==> config.mk <==
export PLATFORM = sky130hd
export DESIGN_NAME = mole_rng
export DESIGN_NICKNAME = d
export VERILOG_FILES = /design/src/rtl/mole_pkg.sv /design/src/rtl/mole_rng_core.sv /design/src/rtl/mole_rng.sv
export SDC_FILE = /design/constraint.sdc
export NUM_CORES = 1
export LEC_CHECK = 0
export BUFFER_PORTS_ARGS = -buffer_cell sky130_fd_sc_hd__buf_2
export CAP_MARGIN = 20
export CORE_UTILIZATION = 45
export DETAILED_ROUTE_END_ITERATION = 10
export RECOVER_POWER = 100
export SYNTH_ARGS = -nofsm -noshare
export SYNTH_HDL_FRONTEND = slang
export SYNTH_SLANG_ARGS = --single-unit
==> constraint.sdc <==
create_clock -name clk -period 5.8 [get_ports clk]
set_clock_uncertainty 0.2 [all_clocks]
set_input_delay 0.29 -clock clk [delete_from_list [all_inputs] [get_ports clk]]
set_output_delay 0.29 -clock clk [all_outputs]
set_load 0.02 [all_outputs]
==> src/rtl/mole_pkg.sv <==
// Shared constants for the mole placement random source: LFSR tap table,
// core mode encodings and the request FSM state type.
package mole_pkg;

    localparam int unsigned MOLE_MODE_ADD  = 0;
    localparam int unsigned MOLE_MODE_LFSR = 1;

    // Galois right-shift masks for maximal-length sequences, indexed by width
    localparam logic [15:0] MOLE_LFSR_TAPS [4:16] = '{
        16'h000C, 16'h0014, 16'h0030, 16'h0060, 16'h00B8, 16'h0110, 16'h0240,
        16'h0500, 16'h0E08, 16'h1C80, 16'h3802, 16'h6000, 16'hB400
    };

    typedef enum logic {IDLE, PEND} mole_state_e;

endpackage

==> src/rtl/mole_rng_core.sv <==
// Free-running number core: additive Fibonacci-mod (A/B) or Galois LFSR (S),
// with runtime seed loading and seed sanitising.
module mole_rng_core
    import mole_pkg::*;
#(
    parameter int unsigned WIDTH  = 10,
    parameter int unsigned RANGE  = 500,
    parameter int unsigned MODE   = 0,
    parameter int unsigned SEED_A = 1,
    parameter int unsigned SEED_B = 1
) (
    input  logic             clk,
    input  logic             rst_n,
    input  logic             seed_load,
    input  logic [WIDTH-1:0] seed_in,
    output logic [WIDTH-1:0] core
);

    if (MODE == MOLE_MODE_LFSR) begin : g_lfsr
        localparam logic [WIDTH-1:0] Taps = WIDTH'(MOLE_LFSR_TAPS[WIDTH]);

        logic [WIDTH-1:0] s_q, s_d, seed_s;

        always_comb begin
            seed_s = (seed_in == '0) ? WIDTH'(1) : seed_in;
            if (seed_load) begin
                s_d = seed_s;
            end else if (s_q == '0) begin
                s_d = WIDTH'(1);
            end else begin
                s_d = (s_q >> 1) ^ (s_q[0] ? Taps : '0);
            end
        end

        always_ff @(posedge clk or negedge rst_n) begin
            if (!rst_n) s_q <= WIDTH'(SEED_A);
            else        s_q <= s_d;
        end

        assign core = s_q;
    end else begin : g_add
        localparam logic [WIDTH-1:0] RangeW   = WIDTH'(RANGE);
        localparam logic [WIDTH:0]   RangeSum = (WIDTH+1)'(RANGE);

        logic [WIDTH-1:0] a_q, a_d, b_q, b_d, n, seed_s;
        logic [WIDTH:0]   sum;

        always_comb begin
            sum = {1'b0, a_q} + {1'b0, b_q};
            // Both registers stay within 1..RANGE, so the wrapped sum fits WIDTH bits
            n = WIDTH'((sum > RangeSum) ? (sum - RangeSum) : sum);
            if (n == '0) n = WIDTH'(1);
            seed_s = ((seed_in == '0) || (seed_in > RangeW)) ? WIDTH'(1) : seed_in;
            if (seed_load) begin
                a_d = seed_s;
                b_d = WIDTH'(1);
            end else begin
                a_d = n;
                b_d = a_q;
            end
        end

        always_ff @(posedge clk or negedge rst_n) begin
            if (!rst_n) begin
                a_q <= WIDTH'(SEED_A);
                b_q <= WIDTH'(SEED_B);
            end else begin
                a_q <= a_d;
                b_q <= b_d;
            end
        end

        assign core = a_q;
    end

endmodule

==> src/rtl/mole_rng.sv <==
// Mole placement random source: core plus req/valid capture FSM returning 1..RANGE.
// Optional MOLE_RNG_NO_REPEAT_EN rejects a value equal to the last delivery.
module mole_rng
    import mole_pkg::*;
#(
    parameter int unsigned WIDTH  = 10,
    parameter int unsigned RANGE  = 500,
    parameter int unsigned MODE   = 0,
    parameter int unsigned SEED_A = 1,
    parameter int unsigned SEED_B = 1
) (
    input  logic             clk,
    input  logic             rst_n,
    input  logic             seed_load,
    input  logic [WIDTH-1:0] seed_in,
    input  logic             req,
    output logic [WIDTH-1:0] rnd,
    output logic             rnd_valid,
    output logic             busy
);

    localparam logic [WIDTH-1:0] RangeW = WIDTH'(RANGE);

    logic [WIDTH-1:0] core;
    logic [WIDTH-1:0] rnd_q;
    logic             rnd_valid_q;
    logic             in_range, acceptable, capture;
    mole_state_e      state_q, state_d;

    mole_rng_core #(
        .WIDTH  (WIDTH),
        .RANGE  (RANGE),
        .MODE   (MODE),
        .SEED_A (SEED_A),
        .SEED_B (SEED_B)
    ) u_core (
        .clk       (clk),
        .rst_n     (rst_n),
        .seed_load (seed_load),
        .seed_in   (seed_in),
        .core      (core)
    );

    assign in_range = (core != '0) && (core <= RangeW);
`ifdef MOLE_RNG_NO_REPEAT_EN
    assign acceptable = in_range && (core != rnd_q);
`else
    assign acceptable = in_range;
`endif

    always_ff @(posedge clk or negedge rst_n) begin
        if (!rst_n) state_q <= IDLE;
        else        state_q <= state_d;
    end

    always_comb begin
        state_d = state_q;
        unique case (state_q)
            IDLE:    if (req && !acceptable) state_d = PEND;
            PEND:    if (acceptable)         state_d = IDLE;
            default: state_d = IDLE;
        endcase
    end

    // req while pending is ignored, so only the state decides a PEND capture
    always_comb begin
        capture = 1'b0;
        busy    = 1'b0;
        unique case (state_q)
            IDLE:    capture = req && acceptable;
            PEND: begin
                capture = acceptable;
                busy    = 1'b1;
            end
            default: capture = 1'b0;
        endcase
    end

    always_ff @(posedge clk or negedge rst_n) begin
        if (!rst_n) begin
            rnd_q       <= '0;
            rnd_valid_q <= 1'b0;
        end else begin
            rnd_valid_q <= capture;
            if (capture) rnd_q <= core;
        end
    end

    assign rnd       = rnd_q;
    assign rnd_valid = rnd_valid_q;

endmodule

==> metrics.md <==
| Metric | Value |
|---|---|
| Setup TNS Final | `0 ns` |
| Number of synthesized register bits | `32` |
| Final-report max-slew violation count | `43` |
| Top post-synthesis cells by area | `dfrtp_1 36%, ha_1 7.3%, mux2_2 6.0%` |
| Synth cell count leaders | `30 x dfrtp_1, 16 x nand2_1, 13 x o21ai_0` |
| Vias | `1662` |
| Row cnt | `24` |
| Ys Warns | `0` |
| Max frequency | `221 MHz` |
| Routed WL | `4.92 mm` |
| Power per cell area | `644 nW/um^2` |
| CP bufs+invs | `0` |
| Post-CTS setup buffer count | `0` |
| Critical Path Start | `u_core.core[0]` |
| Global-route wire length before repair | `8.31 mm` |
| WP depth | `10` |
| Synth Area per Inst | `10.2 sq um` |
| Sequential Area | `803 sq um` |
| Fillers | `402` |
| Register area share after synthesis | `0.390` |
| Cells after synthesis | `203` |
| Synth top area share | `0.364` |
| Htree depth | `2` |
| Peak VDD IR | `0.353 mV` |
| DRT antenna net count | `0` |
| Via density | `5.81` |
| Clock sink count | `32` |
| Gpl congestion | `0.889` |
| Distinct cells, synth | `52` |
| Largest net degree at the start of global routing | `33` |
| R2r setup slk | `1.27 ns` |
| Setup violations, final | `0` |
| Critical Path Slowest Stage Cell | `o41ai_1` |
| Final Hold Fails | `0` |
| Diodes inserted | `0` |
| Deepest clock path buffer count | `2` |
| Non-Filler Cell Area, Final | `2320 sq um` |
| Input/output buffers | `25` |
| Final net count | `260` |
| Setup crit end | `u_core.core[0]` |
| Crit-path max cell delay | `1.30 ns` |
| Most instantiated library cell after synthesis | `dfrtp_1` |
| CTS tree | `done` |
| Initial DRC Count | `79` |
| Grt ovf | `0` |
| Worst slew pin tran | `1.65 ns` |
| Die Width | `69.7 um` |
| Min Clock Period, post-route | `4.53 ns` |
| Initial antenna violation count | `0` |
| Die Height | `69.7 um` |
| Post-Syn Area | `2060 sq um` |
| Clk Latency, worst-skew pair | `0.28 ns` |
| Slew margin rel. | `-0.103` |
| Final period util | `0.780` |
| Number of global-route vias before repair | `1694` |
| Initial Util | `0.470` |
| Clk slew on worst S/H paths | `0.06 ns` |
| Core area | `4380 sq um` |
| CP delay by family, top | `compound AO/OA/AOI/OAI gates` |
| CTS Buf Count | `5` |
| Worst Setup Path Type | `flop to flop` |
| Die ar. | `4850 sq um` |
| EDFF count, synth | `0` |
| Pleak | `0.00102 uW` |
| Required @ worst endpoint | `5.80 ns` |
| Most common flop cell mapped by yosys | `dfrtp_1` |
| Hold Slack | `0.0456 ns` |
| Startpoint Class | `flop` |
| Hold-fix buffers, CTS | `1` |
| I/O pin cnt | `26` |
| Post-DP Area | `2230 sq um` |
| CP arrival | `4.52 ns` |
| Max cap viols | `2` |
| Post-DP HPWL | `3.77 mm` |
| DRC viols | `0` |
| Endpoint class of the critical path | `flop` |
| Most area-hungry cell type in the Yosys netlist | `dfrtp_1` |
| Drt pass-1 iters | `4` |
| RSZ-0062 raised after global routing | `no` |
| Mapped Nets | `230` |
| Area delta synth->final | `12.8%` |
| Reg2Reg Depth | `10` |
| FFs w/ async S/R, synth | `1.00` |
| Worst-path maximum fanout | `9` |
| Drt wl/cell | `17.2 um` |
| Post-CTS sizing | `0` |
| Share of cells above drive strength 1 | `0.171` |
| Reg-to-reg endpoint | `u_core.core[0]` |
| Hold Path Class | `input pin to flop` |
| Outcome | `finished, violations left` |
| Failing checks | `max-capacitance violations, max-slew violations` |
| Clk root buf | `clkbuf_8` |
| Area of the multi-input gates | `1190 sq um` |
| Reg2Reg Launch Point | `u_core.core[0]` |
| Overall Global Routing Usage | `0.221` |
| Worst-path cell chain | `ha_1, fa_1, a21o_1, a311oi_1, nor3_1, or2_0, o41ai_1, nand2b_2, mux2_1, o31ai_2` |
## cell families after synthesis
group	Yosys count	synth area share
compound gates	51	0.185
flops	32	0.390
buf+inv	10	0.0225
simple gates	73	0.202
mux	12	0.0674
xor+xnor	12	0.0510
fa+ha+maj	13	0.0826
## metal layers
metal  up-vias  track usage  share of wire
li1        806            -              -
met1       806        0.295           0.47
met2        38        0.353           0.47
met3        12       0.0407          0.028
met4         0       0.0956          0.028
met5         -            0              0
## power by group
| part | total, uW | leakage, uW | switching [uW] | internal [uW] |
|---|---|---|---|---|
| sequential | 373 | 0.000404 | 67.9 | 305 |
| clock | 232 | 0.0000645 | 81.0 | 151 |
| combinational | 891 | 0.000556 | 528 | 363 |
## state kept, by name, indices dropped and copies added, names as in the netlist
| signal | flops |
|---|---|
| rnd | 10 |
| u_core.core | 10 |
| u_core.g_add.b_q | 10 |
| rnd_valid | 1 |
| state_q | 1 |
## worst register-to-register path, cell delays in order (launching register included)
cell,delay [ns]
dfstp_1,0.40
ha_1,0.26
fa_1,0.51
a21o_1,0.25
a311oi_1,0.28
nor3_1,0.17
or2_0,0.31
o41ai_1,1.30
nand2b_2,0.16
mux2_1,0.38
o31ai_2,0.23
## through the flow
| stage | setup slack [ns] | total power [uW] | std cells | utilization |
|---|---|---|---|---|
| floorplan | 2.46 | 1070 | 203 | - |
| global placement | 2.28 | 1280 | 277 | 0.510 |
| detailed placement | 2.13 | 1300 | 277 | 0.510 |
| CTS | 2.10 | 1540 | 286 | 0.541 |
| global route | 0.964 | 1600 | 286 | 0.530 |
| finish | 1.27 | 1500 | 286 | 0.530 |
## cell usage in the layout, fill, tap and decap left out, types with 2 or more instances in the layout
cell       n
mux2_2    11
buf_2     11
o211ai_1   3
nor2b_1   12
a31oi_1    2
nor2_1    10
or2_2      2
nor4b_1    2
o21ai_0   13
inv_1      6
xor2_1     5
a22o_1     3
a21oi_1    8
a311oi_1   2
xnor2_1    7
and4_1     3
clkbuf_8   7
a21o_1     2
nor3_1     7
a211oi_1   2
nand2b_1   5
or2b_1     2
clkbuf_1  15
ha_1      12
nor3b_1    3
dfrtp_1   30
nand2_1   16
and3_1     2
o41ai_1    2
o221ai_1   2
a211oi_2   2
nor4_1     2
## final cells by class
cell class                 count  area share
timing repair buffer          27      0.0522
sequential                    32       0.346
tap                           52      0.0280
multi-input combinational    161       0.510
clock inverter                 1      0.0129
inverter                       6     0.00969
clock buffer                   7      0.0414
## how the worst min path moves through the flow
| stage | from | to | slack (ns) | depth (start not counted) |
|---|---|---|---|---|
| after global routing | req | state_q | 0.05 | 3 |
| final | seed_in[2] | u_core.core[2] | 0.05 | 3 |
| after global placement | rst_n | u_core.g_add.b_q[7] | 0.16 | 1 |
| after floorplan | rst_n | rnd[0] | -0.21 | 0 |
| after detailed placement | rst_n | u_core.g_add.b_q[7] | 0.17 | 1 |
| after CTS | seed_in[2] | u_core.core[2] | 0.04 | 3 |
(Power assumes the default switching activity.)
